<file path="src/rtl/pic_cw_config_engine.sv">
// pic_cw_config_engine: ICW1-ICW4 / OCW1-OCW3 decode, init FSM, config/mask/mode registers and command pulses.
// Optional register read-back path is built when PIC_CW_READBACK_EN is defined.
module pic_cw_config_engine #(
    parameter int N_IRQ  = 8,
    parameter int N_CASC = 8
) (
    input  logic              clk,
    input  logic              rst,
    input  logic [7:0]        data_bus_buffer,
    input  logic              cs_neg,
    input  logic              wr_neg,
    input  logic              rd_neg,
    input  logic              a0,
    input  logic              sp_neg,
    output logic              single_mode_flag,
    output logic              level_trigger_flag,
    output logic [4:0]        vector_base,
    output logic [N_CASC-1:0] slaves_connected_flag,
    output logic [2:0]        my_slave_id,
    output logic              aeoi_flag,
    output logic [N_IRQ-1:0]  imr,
    output logic              ocw2_strobe,
    output logic [2:0]        ocw2_cmd,
    output logic [2:0]        ocw2_level,
    output logic              automatic_rotation_mode_flag,
    output logic              special_mask_mode_flag,
    output logic              read_isr_flag,
    output logic              poll_request,
    output logic              cmd_error,
    output logic              ready_to_accept_interrupts_flag,
    output logic [7:0]        data_out,
    output logic              data_out_en
);
    typedef enum logic [2:0] {
        IDLE      = 3'd0,
        WAIT_ICW2 = 3'd1,
        WAIT_ICW3 = 3'd2,
        WAIT_ICW4 = 3'd3,
        READY     = 3'd4
    } state_t;

    state_t     state, state_nx;
    logic       wr_q, ic4;
    logic       we, icw1, a0_wr, in_ready, ocw2, ocw2_bad, ocw3, ocw3_bad;
    logic [7:0] d;

    assign d        = data_bus_buffer;
    assign we       = ~cs_neg & ~wr_neg & wr_q;
    assign icw1     = we & ~a0 & d[4];
    assign a0_wr    = we & a0;
    assign in_ready = (state == READY);
    assign ocw2     = we & in_ready & ~a0 & (d[4:3] == 2'b00);
    assign ocw2_bad = d[6] & ({1'b0, d[2:0]} >= 4'(N_IRQ));
    assign ocw3     = we & in_ready & ~a0 & (d[4:3] == 2'b01) & ~d[7];
    assign ocw3_bad = we & in_ready & ~a0 & (d[4:3] == 2'b01) & d[7];
    assign ready_to_accept_interrupts_flag = in_ready;

    // State register
    always_ff @(posedge clk) begin
        if (rst) state <= IDLE;
        else     state <= state_nx;
    end

    // Initialisation sequencing: ICW1 restarts from anywhere, A0=1 writes advance the WAIT states
    always_comb begin
        state_nx = state;
        if (icw1) begin
            state_nx = WAIT_ICW2;
        end else if (a0_wr) begin
            case (state)
                WAIT_ICW2: state_nx = !single_mode_flag ? WAIT_ICW3 : (ic4 ? WAIT_ICW4 : READY);
                WAIT_ICW3: state_nx = ic4 ? WAIT_ICW4 : READY;
                WAIT_ICW4: state_nx = READY;
                default:   state_nx = state;
            endcase
        end
    end

    // Configuration, mask and mode registers plus one-cycle command pulses
    always_ff @(posedge clk) begin
        if (rst) begin
            wr_q                         <= 1'b1;
            ic4                          <= 1'b0;
            single_mode_flag             <= 1'b0;
            level_trigger_flag           <= 1'b0;
            vector_base                  <= '0;
            slaves_connected_flag        <= '0;
            my_slave_id                  <= '0;
            aeoi_flag                    <= 1'b0;
            imr                          <= '0;
            ocw2_strobe                  <= 1'b0;
            ocw2_cmd                     <= '0;
            ocw2_level                   <= '0;
            automatic_rotation_mode_flag <= 1'b0;
            special_mask_mode_flag       <= 1'b0;
            read_isr_flag                <= 1'b0;
            poll_request                 <= 1'b0;
            cmd_error                    <= 1'b0;
        end else begin
            wr_q         <= wr_neg;
            ocw2_strobe  <= 1'b0;
            poll_request <= 1'b0;
            cmd_error    <= 1'b0;
            if (icw1) begin
                single_mode_flag             <= d[1];
                level_trigger_flag           <= d[3];
                ic4                          <= d[0];
                imr                          <= '0;
                aeoi_flag                    <= 1'b0;
                automatic_rotation_mode_flag <= 1'b0;
                special_mask_mode_flag       <= 1'b0;
                read_isr_flag                <= 1'b0;
            end else if (a0_wr) begin
                case (state)
                    WAIT_ICW2: vector_base <= d[7:3];
                    WAIT_ICW3: begin
                        if (sp_neg) slaves_connected_flag <= d[N_CASC-1:0];
                        else        my_slave_id           <= d[2:0];
                    end
                    WAIT_ICW4: aeoi_flag <= d[1];
                    READY:     imr       <= d[N_IRQ-1:0];
                    default:   ;
                endcase
            end else if (ocw2) begin
                if (ocw2_bad) begin
                    cmd_error <= 1'b1;
                end else begin
                    ocw2_cmd    <= d[7:5];
                    ocw2_level  <= d[2:0];
                    ocw2_strobe <= 1'b1;
                    if (d[7:5] == 3'b100)      automatic_rotation_mode_flag <= 1'b1;
                    else if (d[7:5] == 3'b000) automatic_rotation_mode_flag <= 1'b0;
                end
            end else if (ocw3) begin
                if (d[1]) read_isr_flag          <= d[0];
                if (d[6]) special_mask_mode_flag <= d[5];
                poll_request <= d[2];
            end else if (ocw3_bad) begin
                cmd_error <= 1'b1;
            end
        end
    end

`ifdef PIC_CW_READBACK_EN
    // Registered read-back: IMR on A0=1, status byte on A0=0; a concurrent write wins
    always_ff @(posedge clk) begin
        if (rst) begin
            data_out    <= '0;
            data_out_en <= 1'b0;
        end else if (~cs_neg & ~rd_neg & ~we) begin
            data_out    <= a0 ? 8'(imr) : {in_ready, state, aeoi_flag, single_mode_flag,
                                           level_trigger_flag, special_mask_mode_flag};
            data_out_en <= 1'b1;
        end else begin
            data_out_en <= 1'b0;
        end
    end
`else
    logic rd_unused;
    assign rd_unused   = rd_neg;
    assign data_out    = '0;
    assign data_out_en = 1'b0;
`endif
endmodule

</file>
<file path="config.mk">
export PLATFORM = sky130hd
export DESIGN_NAME = pic_cw_config_engine
export DESIGN_NICKNAME = d
export VERILOG_FILES = /design/src/rtl/pic_cw_config_engine.sv
export SDC_FILE = /design/constraint.sdc
export NUM_CORES = 1
export LEC_CHECK = 0
export CELL_PAD_IN_SITES_DETAIL_PLACEMENT = 0
export CELL_PAD_IN_SITES_GLOBAL_PLACEMENT = 1
export CORE_MARGIN = 2
export CORE_UTILIZATION = 45
export DETAILED_ROUTE_END_ITERATION = 10
export DONT_BUFFER_PORTS = 1
export PLACE_DENSITY_LB_ADDON = 0.15
export RECOVER_POWER = 100
export REMOVE_ABC_BUFFERS = 1
export SLEW_MARGIN = 15
export SYNTH_ARGS = -nofsm -noshare
export SYNTH_HDL_FRONTEND = slang
export SYNTH_SLANG_ARGS = --single-unit
</file>
<file path="constraint.sdc">
create_clock -name clk -period 2.8 [get_ports clk]
set_clock_uncertainty 0.1 [all_clocks]
set_input_delay 0.7 -clock clk [delete_from_list [all_inputs] [get_ports clk]]
set_output_delay 0.7 -clock clk [all_outputs]
set_load 0.02 [all_outputs]
</file>
==> results_dict.tcl <==
set metrics [dict create \
    grt-ovfl-total 0 \
    cts_setup_buffers 0 \
    r2r_cells 5 \
    drt_first_pass_iters 4 \
    rows 23 \
    nFillCells 389 \
    muxShareOfSynthArea 0.155 \
    clock_sinks 44 \
    synth_edf_count 0 \
    wl_per_cell_um 15.9 \
    initial_utilization 0.459 \
    p_int_uw 837 \
    async_flop_share 0 \
    h-tree-depth 2 \
    placedCellCount 237 \
    outcome "complete, no violations" \
    syn_area_um2 1810 \
    fp.dieW_um 67.4 \
    die-area_um2 4540 \
    track_usage 0.185 \
    ys_types 32 \
    crit_path_start "state[2]$_SDFFE_PP0P_" \
    maxCapViolations 0 \
    wl_mm 3.90 \
    whs_ns 0.370 \
    grt_pass1_vias 1229 \
    cp.arrival_ns 1.56 \
    finalNonFillerCells 245 \
    tns_ns 0 \
    grt_max_degree 30 \
    ys_seq_elements 44 \
    cts_tree "yes" \
    r2r_start "state[2]$_SDFFE_PP0P_" \
    synth-simple-area-share 0.210 \
    p_comb_frac 0.031 \
    critical_path_class "flip-flop to output port" \
    r2r_slack_ns 0.55 \
    finalInstanceArea_um2 1890 \
    antenna_left 0 \
    rsz0062_at_grt "no" \
    ys.flop_type "dfxtp_1" \
    ys_seq_area_frac 0.487 \
    setup_violations 0 \
    postSynthAreaPerCell_um2 9.28 \
    drive_gt1_frac 0.0615 \
    pwr-share-seq 0.589 \
    fmax_mhz 424 \
    dpl.hpwl_mm 2.80 \
    hold_violations 0 \
    drcViolationCount 0 \
    ios 64 \
    place_area_um2 1820 \
    crit_fanout 9 \
    gp_routability_congestion 0.731 \
    synthXorXnorAreaFrac 0 \
    fin_crit_ns 2.36 \
    setup.worst_path.start_class "flip-flop" \
    maxSlewViolCount 0 \
    grt_pass1_wl_mm 6.07 \
    final_util 0.480 \
    drt_iter0_drc 100 \
    powerDensity_nw_per_um2 565 \
    clk_latency_ns 0.29 \
    cts_buffer_depth 2 \
    clockPowerShare 0.380 \
    crit_required_ns 2.00 \
    switchingPower_uw 232 \
    whs_path_depth 1 \
    endpoint_kind "output port" \
    leakage_nw 0.722 \
    numCtsBuffers 5 \
    area_delta_synth_final_pct 4.63 \
    netlist_instances 195 \
    holdBufCountCts 0 \
    ir_worst_vdd_uv 400 \
    post_cts_resized 0 \
    die_y_um 67.4 \
    finalNetCount 209 \
    io_buffers 0 \
    core_area_um2 3940 \
    fin_crit_sh 0.841 \
    vias 1322 \
    clk_pin_slew_ns 0.08 \
    synth_top_family_by_area "simple AND/OR/NAND/NOR gates" \
    synth_compound_area_frac 0.0602 \
    viasPerCell 5.40 \
    antenna_found_initial 0 \
    yosysWarningCount 0 \
    swShare 0.217 \
    synth_fa_ha_area_frac 0 \
    clockRootBuffer "clkbuf_8" \
    diodes 0 \
    hold_path_class "input pin to flip-flop" \
    hold_start "rst" \
]
## registers in the layout (all words and copies together), names as in the netlist, 3 cells and up
| name | count |
|---|---|
| imr | 8 |
| my_slave_id | 3 |
| ocw2_cmd | 3 |
| ocw2_level | 3 |
| slaves_connected_flag | 8 |
| state | 3 |
| vector_base | 5 |
## kinds of logic after synthesis
logic type             after synthesis
muxes                               28
buffers and inverters               30
AOI/OAI and AO/OA                   18
other                                1
DFF                                 44
and+or+nand+nor                     74
## placed cells by master (no fill, tap or decap), types with 2 or more instances in the layout
| master | n |
|---|---|
| a21oi_1 | 10 |
| buf_4 | 2 |
| clkbuf_1 | 5 |
| clkbuf_8 | 6 |
| conb_1 | 9 |
| dfxtp_1 | 44 |
| inv_1 | 7 |
| mux2i_1 | 28 |
| nand2_1 | 12 |
| nand3_1 | 9 |
| nand3b_1 | 2 |
| nor2_1 | 32 |
| nor3_1 | 4 |
| nor4_1 | 4 |
| o21ai_0 | 2 |
## critical path: stages (launching register included)
cell and delay [ns]:
dfxtp_1 0.47, or3b_1 0.51, clkinv_1 0.28
## worst paths after layout
check / end
worst min-delay path: slaves_connected_flag[4]$_SDFFE_PP0P_
worst max register to register: ocw2_cmd[1]$_SDFFE_PP0P_
worst max-delay path: ready_to_accept_interrupts_flag
worst min register to register: imr[4]$_SDFFE_PP0P_
## power groups by stage
stage | clock network [mW] | logic, mW | registers, mW
floorplan | 0 | 0.0269 | 0.645
global placement | 0 | 0.0333 | 0.645
detailed placement | 0 | 0.0334 | 0.645
CTS | 0.420 | 0.0337 | 0.630
global route | 0.447 | 0.0366 | 0.631
finish | 0.406 | 0.0332 | 0.630
## through the flow
| stage | power, mW | setup slack, ns |
|---|---|---|
| CTS | 1.08 | 0.431 |
| global placement | 0.678 | 0.395 |
| floorplan | 0.671 | 0.503 |
| global route | 1.11 | 0.362 |
| detailed placement | 0.679 | 0.357 |
| finish | 1.07 | 0.444 |
## per-layer routing
| layer | part of all wire | up-vias | wire length (um) | track usage |
|---|---|---|---|---|
| li1 | - | 639 | - | - |
| met1 | 0.42 | 624 | 1650 | 0.223 |
| met2 | 0.48 | 55 | 1880 | 0.286 |
| met3 | 0.084 | 4 | 327 | 0.0867 |
| met4 | 0.011 | 0 | 43 | 0.0689 |
| met5 | 0 | - | 0 | 0 |
## area by class of cell
cell class                 count  area, um2  area share
clock buffer                   7       86.3      0.0456
inverter                       8       30.0      0.0159
multi-input combinational    129        796       0.420
timing repair buffer           6       30.0      0.0159
clock inverter                 1       7.51     0.00397
sequential                    44        881       0.465
tap                           50       62.6      0.0330
## synth_stat cells, types with 2 or more instances
cell / instances / area (um2)
nand3_1: 9 / 45.0
nor2_1: 32 / 120
nand2_1: 12 / 45.0
or2_2: 2 / 12.5
buf_2: 2 / 10.0
nand3b_1: 2 / 15.0
nor3_1: 4 / 20.0
dfxtp_1: 44 / 881
nor4_1: 4 / 25.0
o21ai_0: 2 / 10.0
buf_4: 11 / 82.6
clkbuf_1: 9 / 33.8
mux2i_1: 28 / 280
a21oi_1: 10 / 50.1
inv_1: 7 / 26.3
Note: power is estimated with default switching activity, not from simulation.
